## config.mk

```make
export PLATFORM = sky130hd
export DESIGN_NAME = sync_filter_flat
export DESIGN_NICKNAME = d
export VERILOG_FILES = /design/src/rtl/sync_filter_if.sv /design/src/rtl/sync_filter.sv /design/src/flat_wrapper.sv
export SDC_FILE = /design/constraint.sdc
export NUM_CORES = 1
export LEC_CHECK = 0
export ABC_AREA = 1
export CORE_MARGIN = 2
export CORE_UTILIZATION = 38
export DETAILED_ROUTE_END_ITERATION = 8
export GPL_ROUTABILITY_DRIVEN = 1
export RECOVER_POWER = 50
export SLEW_MARGIN = 30
export SYNTH_ARGS = -nofsm -noshare
export SYNTH_HDL_FRONTEND = slang
export SYNTH_SLANG_ARGS = --single-unit
```

## constraint.sdc

```tcl
create_clock -name clk -period 2.3 [get_ports clk]
set_input_delay 0.345 -clock clk [delete_from_list [all_inputs] [get_ports clk]]
set_output_delay 0.345 -clock clk [all_outputs]
set_load 0.01 [all_outputs]
```

## src/rtl/sync_filter_if.sv

```systemverilog
// sync_filter_if: bundles the per-channel signals of sync_filter.
//   async_in    : asynchronous level inputs, one per channel
//   filt_bypass : per-channel filter bypass (synchronous to clk)
//   sync_out    : raw synchronised level (last synchroniser stage)
//   filt_out    : debounced, stable level
//   rise / fall : one-cycle pulses on 0->1 / 1->0 changes of filt_out
//   any_edge    : OR of all rise/fall pulses, coincident with them
// master = the driving side (control logic / bench), slave = sync_filter.
interface sync_filter_if #(
  parameter int WIDTH = 4
);
  logic [WIDTH-1:0] async_in;
  logic [WIDTH-1:0] filt_bypass;
  logic [WIDTH-1:0] sync_out;
  logic [WIDTH-1:0] filt_out;
  logic [WIDTH-1:0] rise;
  logic [WIDTH-1:0] fall;
  logic             any_edge;

  modport master (
    output async_in, filt_bypass,
    input  sync_out, filt_out, rise, fall, any_edge
  );

  modport slave (
    input  async_in, filt_bypass,
    output sync_out, filt_out, rise, fall, any_edge
  );
endinterface

```

## src/rtl/sync_filter.sv

```systemverilog
// sync_filter: multi-channel CDC front end. Each channel passes through a
// NUM_FFS-deep flip-flop synchroniser, a debounce filter that needs
// FILT_CYCLES consecutive differing samples to accept a new level, and a
// registered edge detector.
// Ports:
//   clk : sole clock, posedge
//   rst : asynchronous active-high reset
//   bus : sync_filter_if slave modport (async_in, filt_bypass in;
//         sync_out, filt_out, rise, fall, any_edge out)
module sync_filter #(
  parameter int               WIDTH       = 4,
  parameter int               NUM_FFS     = 2,
  parameter int               FILT_CYCLES = 4,
  parameter logic [WIDTH-1:0] RST_VAL     = '0
) (
  input  logic        clk,
  input  logic        rst,
  sync_filter_if.slave bus
);

  localparam int CW = $clog2(FILT_CYCLES + 1);
  localparam logic [CW-1:0] CNT_MAX = CW'(FILT_CYCLES - 1);

  // Synchroniser chain: pure flops, no logic between stages.
  logic [WIDTH-1:0] stage_reg [NUM_FFS];
  logic [WIDTH-1:0] sync_val;

  always_ff @(posedge clk or posedge rst) begin
    if (rst) begin
      stage_reg[0] <= RST_VAL;
    end else begin
      stage_reg[0] <= bus.async_in;
    end
  end

  for (genvar gi = 1; gi < NUM_FFS; gi++) begin : g_stage
    always_ff @(posedge clk or posedge rst) begin
      if (rst) begin
        stage_reg[gi] <= RST_VAL;
      end else begin
        stage_reg[gi] <= stage_reg[gi-1];
      end
    end
  end

  assign sync_val = stage_reg[NUM_FFS-1];

  // Filter state and edge outputs.
  logic [WIDTH-1:0] filt_reg;
  logic [WIDTH-1:0] filt_next;
  logic [WIDTH-1:0] rise_reg;
  logic [WIDTH-1:0] fall_reg;
  logic             any_edge_reg;
  logic [WIDTH-1:0] rise_next;
  logic [WIDTH-1:0] fall_next;

  for (genvar gi = 0; gi < WIDTH; gi++) begin : g_chan
    logic [CW-1:0] cnt_reg;
    logic [CW-1:0] cnt_next;
    logic          filt_bit_next;

    always_comb begin
      filt_bit_next = filt_reg[gi];
      cnt_next      = cnt_reg;
      if (bus.filt_bypass[gi]) begin
        // Bypass follows the synchroniser directly and discards any count.
        filt_bit_next = sync_val[gi];
        cnt_next      = '0;
      end else if (sync_val[gi] == filt_reg[gi]) begin
        // Any agreeing sample restarts the stability run.
        cnt_next = '0;
      end else if (cnt_reg == CNT_MAX) begin
        filt_bit_next = sync_val[gi];
        cnt_next      = '0;
      end else begin
        cnt_next = cnt_reg + CW'(1);
      end
    end

    always_ff @(posedge clk or posedge rst) begin
      if (rst) begin
        cnt_reg <= '0;
      end else begin
        cnt_reg <= cnt_next;
      end
    end

    assign filt_next[gi] = filt_bit_next;
  end

  // Edges are computed from the next filter state so the pulses register
  // in the same cycle that filt_out shows the new level.
  assign rise_next = filt_next & ~filt_reg;
  assign fall_next = ~filt_next & filt_reg;

  always_ff @(posedge clk or posedge rst) begin
    if (rst) begin
      filt_reg     <= RST_VAL;
      rise_reg     <= '0;
      fall_reg     <= '0;
      any_edge_reg <= 1'b0;
    end else begin
      filt_reg     <= filt_next;
      rise_reg     <= rise_next;
      fall_reg     <= fall_next;
      any_edge_reg <= |(rise_next | fall_next);
    end
  end

  assign bus.sync_out = sync_val;
  assign bus.filt_out = filt_reg;
  assign bus.rise     = rise_reg;
  assign bus.fall     = fall_reg;
  assign bus.any_edge = any_edge_reg;

endmodule

```

## src/flat_wrapper.sv

```systemverilog
// flat-port wrapper written by rule: the top's interface ports become plain ports
module sync_filter_flat 
#(
  parameter int               WIDTH       = 4,
  parameter int               NUM_FFS     = 2,
  parameter int               FILT_CYCLES = 4,
  parameter logic [WIDTH-1:0] RST_VAL     = '0
)
  (clk, rst, bus_async_in, bus_filt_bypass, bus_sync_out, bus_filt_out, bus_rise, bus_fall, bus_any_edge);
  sync_filter_if #(.WIDTH(WIDTH)) bus_i ();
  input  logic clk;
  input  logic rst;
  input wire logic [$bits(bus_i.async_in)-1:0] bus_async_in;
  input wire logic [$bits(bus_i.filt_bypass)-1:0] bus_filt_bypass;
  output wire logic [$bits(bus_i.sync_out)-1:0] bus_sync_out;
  output wire logic [$bits(bus_i.filt_out)-1:0] bus_filt_out;
  output wire logic [$bits(bus_i.rise)-1:0] bus_rise;
  output wire logic [$bits(bus_i.fall)-1:0] bus_fall;
  output wire logic [$bits(bus_i.any_edge)-1:0] bus_any_edge;
  assign bus_i.async_in = bus_async_in;
  assign bus_i.filt_bypass = bus_filt_bypass;
  assign bus_sync_out = bus_i.sync_out;
  assign bus_filt_out = bus_i.filt_out;
  assign bus_rise = bus_i.rise;
  assign bus_fall = bus_i.fall;
  assign bus_any_edge = bus_i.any_edge;
  sync_filter #(.WIDTH(WIDTH), .NUM_FFS(NUM_FFS), .FILT_CYCLES(FILT_CYCLES), .RST_VAL(RST_VAL)) u_core (.clk(clk), .rst(rst), .bus(bus_i));
endmodule
```

# Word level (Yosys, flattened, before mapping)
# Cells that the tools add are included.
op_classes:
  addsub: 4
  n_eq_ne: 8
  n_mux: 24
  bitwise_logic: 5
  reduce_logical: 1
op_table:
  columns: ["operator", "count"]
  rows:
  - ["$mux W3", 12]
  - ["$add A3 B1 Y3 const B", 4]
  - ["$eq A3 B2 Y1 const B", 4]
  - ["$mux W1", 12]
  - ["$and A4 B4 Y4", 2]
  - ["$not A4 Y4", 2]
  - ["$eq A1 B1 Y1", 4]
  - ["$or A4 B4 Y4", 1]
  - ["$reduce_or A4 Y1", 1]
word_totals:
  reg_bits: 33
  input_bits: 10
  wordCells: 52

# Depth between registers and ports, before layout
depth:
  word_depth: 8
  mapped_depth: 8
  ltp_nobuf: 8

# Worst setup path after synthesis
# OpenSTA, ideal clock, no wires.
synth_path:
  path_kind: "register to register"
  startpoint: "reg u_core.g_chan[0].cnt_reg[0]"
  endpoint: "reg u_core.any_edge_reg (netlist: u_core.bus.any_edge)"
  setup_time_ns: 0.130
  t_arrival_ns: 1.167
  required_ns: 2.170
  setup_slack_ns: 1.003
  stages_incl_launch_ff: 8
  path_buffers: 0
  cell_sequence: "dfrtp_1 > ha_1 > nand2_1 > nand2_1 > nand2_1 > nand2_1 > ha_1 > nand4_1"
synth_between:
  elab_chain_cells: 8
  word_cells_on_any_way: 9
synth_lines:
  columns: ["element", "line", "text"]
  rows:
  - ["start: declaration", "sync_filter.sv:58", "logic [CW-1:0] cnt_reg;"]
  - ["start signal: assignment", "sync_filter.sv:84", "cnt_reg <= cnt_next;"]
  - ["$eq A3 B2 Y1 *", "sync_filter.sv:72", "end else if (cnt_reg == CNT_MAX) begin"]
  - ["$mux W1 *", "sync_filter.sv:72", null]
  - ["$mux W1 *", "sync_filter.sv:69", "end else if (sync_val[gi] == filt_reg[gi]) begin"]
  - ["$mux W1 *", "sync_filter.sv:65", "if (bus.filt_bypass[gi]) begin"]
  - ["named net u_core.g_chan[0].filt_bit_next", "sync_filter.sv:60", "logic filt_bit_next;"]
  - ["$not A4 Y4", "sync_filter.sv:94", "assign fall_next = ~filt_next & filt_reg;"]
  - ["$and A4 B4 Y4", "sync_filter.sv:94", null]
  - ["$or A4 B4 Y4 *", "sync_filter.sv:106", "any_edge_reg <= |(rise_next | fall_next);"]
  - ["$reduce_or A4 Y1 *", "sync_filter.sv:106", null]
  - ["end signal: assignment", "sync_filter.sv:106", null]
  - ["end: declaration", "sync_filter.sv:53", "logic any_edge_reg;"]
# Mark *: on every way through the listed nets, which the timed path passes. The rest lies on a longest branch.

# Final worst setup path
layout_path:
  startpoint: "reg u_core.filt_reg[2] (netlist: u_core.bus.filt_out[2])"
  endpoint: "out bus_filt_out[2]"
layout_lines:
  columns: ["element", "line", "text"]
  rows:
  - ["start: declaration", "sync_filter.sv:49", "logic [WIDTH-1:0] filt_reg;"]
  - ["start signal: assignment", "sync_filter.sv:103", "filt_reg <= filt_next;"]
  - ["end: declaration", "flat_wrapper.sv:16", "output wire logic [$bits(bus_i.filt_out)-1:0] bus_filt_out;"]
# No word-level cell between the ends.

==> metrics.md <==
| Metric | Value |
|---|---|
| Fin. Hold Viols | 0 |
| Postcts setup bufs | 0 |
| Crit-path cells | clkdlybuf4s50_1 |
| Design Area, Final | about 1800 µm² |
| Setup CP Type | flip-flop to output pin |
| Net Count, Synth | 157 |
| R2R cell count | 7 |
| R2R Setup Slk | ~0.87 ns |
| Initial core utilization | 38.7% |
| Gr usage total | 12.8% |
| Core box area | 3610 µm² |
| Worst Hold End | u_core.bus.sync_out[0]$_DFF_PP0_ |
| # rows | 22 |
| CTS H-tree depth | 2 |
| Total number of vias | around 930 |
| Global-route wire length before repair | 3970 µm |
| Largest net degree at the start of global routing | 34 |
| Fin cells | roughly 210 |
| Worst Hold Launch | u_core.stage_reg[4]$_DFF_PP0_ |
| Required time worst endpoint | 1.96 ns |
| Placer Congestion | 0.762 |
| Clock Skew | roughly 0.0044 ns |
| DRT iter0 DRCs | 19 |
| Num ports | 27 |
| Pleak | ~0.9 nW |
| Area delta synth->final | 27.4% |
| Final Max Tran Viols | 0 |
| Yosys top cell by area | dfrtp_1 |
| Post_cts resized | 0 |
| Total clock sinks | 33 |
| Yosys top cell area share | 59.2% |
| Arrival @ worst endpoint | between 1 and 1.5 ns |
| ANT nets after route | 0 |
| Vias in the first global route | 963 |
| Hold Path Class | flip-flop to flip-flop |
| Most area-consuming cells after synthesis | dfrtp_1, ha_1, nand2_1 |
| Inserted Clock Buffers | 5 |
| DRT Wirelength | around 2200 µm |
| Die height | 64.6 µm |
| Die Wd | roughly 65 µm |
| Tot Pwr | 1.25 mW |
| Via density | 4.37 |
| Yosys cell types | 13 |
| F_max | 612 MHz |
| First-pass DRT Iterations | 4 |
| Cell Area, Placed | 1690 µm² |
| Crit path max-delay cell type | clkdlybuf4s50_1 |
| Yosys warnings | 0 |
| RSZ-0062 raised after global routing | false |
| Sum Neg Setup Slack | 0 ns |
| CTS Hold Buffers Added | 0 |
| Worst Path Max Fanout | 5 |
| Clock transition at path regs | 0.06 ns |
| Post-synthesis sequential area ratio | around three fifths |
| Min cycle time layout | 1.63 ns |
| Tcrit/Tclk final | 71.0% |
| CTS max path bufs | 2 |
| Share of layout cells above drive strength 1 | 13.9% |
| Worst slew pin tran | a little under 0.8 ns |
| Outcome | finished, final reports clean |
| Clock Latency Late Sink | roughly 0.28 ns |
| Overflow after GRT | 0 |
| Max IR drop VDD | around 0.00033 V |
| Synthesized area | 1390 µm² |
| Slew margin rel. | between 40% and 50% |
| CTS tree | built |
| Post-synthesis cell count | 135 |
| Inst Count DP | 206 |
| Power per standard cell area | 704 nW/µm² |
| Max reg flops | 12 |
| Reg2reg end | u_core.bus.any_edge$_DFF_PP0_ |
| Worst path top cell family by delay | buffers and inverters |
| Die area | 4170 µm² |
| Clk root buf | clkbuf_8 |
| Max_cap viols | 0 |
| CP endpoint kind | output pin |
| CP peak stage delay | 0.58 ns |
| FF+latch count, synth | 33 |
| HPWL after DPL | 1610 µm |
| Hold path cells | 0 |
| Initial antenna violation count | 0 |
| CP Buf/Inv Count | 1 |
| Nets | 187 |
| Setup violations, final | 0 |
| Ant diodes | 0 |
| Wire per inst | 10.4 µm |
| Worst r2r src | u_core.g_chan[0].cnt_reg[0]$_DFF_PP0_ |
| Crit start category | flip-flop |
| Drt drc | 0 |
| I/O Buffers | 26 |
| Syn Area/Cell | a little over 10 µm² |
| Final Util | 49.2% |
metrics by stage:
stage	setup WS, ns	hold WS (ns)
6_report	0.667	0.350
5_1_grt	0.617	0.355
4_1_cts	0.651	0.353
3_5_place_dp	0.646	0.339
3_3_place_gp	0.680	0.332
2_1_floorplan	1.00	0.331
cells in the mapped netlist, drive strengths merged:
library cell and instances:
inv 18, xnor2 2, ha 12, dfrtp 33, nand3b 3, a21oi 1, nand3 10, buf 4
nand2 39, nor2 12, nand4 1
routing by layer:
metal / global-route usage (%) / up-vias / routed length, µm
met5: 0 / - / 0
met4: 6.38 / 0 / 38
met3: 4.34 / 5 / 102
met2: 23.6 / 22 / 1210
met1: 12.8 / 435 / 861
li1: - / 469 / -
how the worst max path moves through the flow:
stage,slack (ns),from,to,cells past startpoint
2_1_floorplan,1.00,u_core.g_chan[0].cnt_reg[0]$_DFF_PP0_,u_core.bus.any_edge$_DFF_PP0_,7
3_3_place_gp,0.68,bus_filt_bypass[2],u_core.bus.any_edge$_DFF_PP0_,8
3_5_place_dp,0.65,bus_filt_bypass[0],u_core.bus.any_edge$_DFF_PP0_,7
4_1_cts,0.65,u_core.bus.filt_out[2]$_DFF_PP0_,bus_filt_out[2],1
5_1_grt,0.62,u_core.bus.filt_out[2]$_DFF_PP0_,bus_filt_out[2],1
6_report,0.67,u_core.bus.filt_out[2]$_DFF_PP0_,bus_filt_out[2],1
layout make-up:
cell class                 count  area (µm²)
timing repair buffer          27         265
multi-input combinational     80         470
tap                           48        60.1
fill                         340        1830
sequential                    33         826
clock buffer                   7        86.3
inverter                      18        67.6
placed cells by master, fill, tap and decap left out, drive strengths merged:
| master | Yosys | routed |
|---|---|---|
| nor2 | 12 | 12 |
| nand2 | 39 | 39 |
| xnor2 | 2 | 2 |
| nand4 | 1 | 1 |
| nand3 | 10 | 10 |
| dfrtp | 33 | 33 |
| clkdlybuf4s50 | 0 | 21 |
| inv | 18 | 18 |
| clkbuf | 0 | 8 |
| a21oi | 1 | 1 |
| ha | 12 | 12 |
| nand3b | 3 | 3 |
| dlygate4sd3 | 0 | 5 |
report_power, final:
| group | internal, mW | switching, mW |
|---|---|---|
| Combinational | 0.0896 | 0.0890 |
| Clock | 0.237 | 0.188 |
| Sequential | 0.620 | 0.0257 |
| Total | 0.947 | 0.302 |
kinds of logic (layout without fill, tap and decap cells):
group                    after synthesis  in the layout  synth area share, %
AO/OA/AOI/OAI                          1              1                0.359
XOR/XNOR                               2              2                 1.26
adder cells (fa/ha/maj)               12             12                 10.8
buffers and inverters                 22             52                 7.00
flip-flops                            33             33                 59.2
AND/OR/NAND/NOR                       65             65                 21.4
Note: power is estimated with default switching activity, not from simulation.
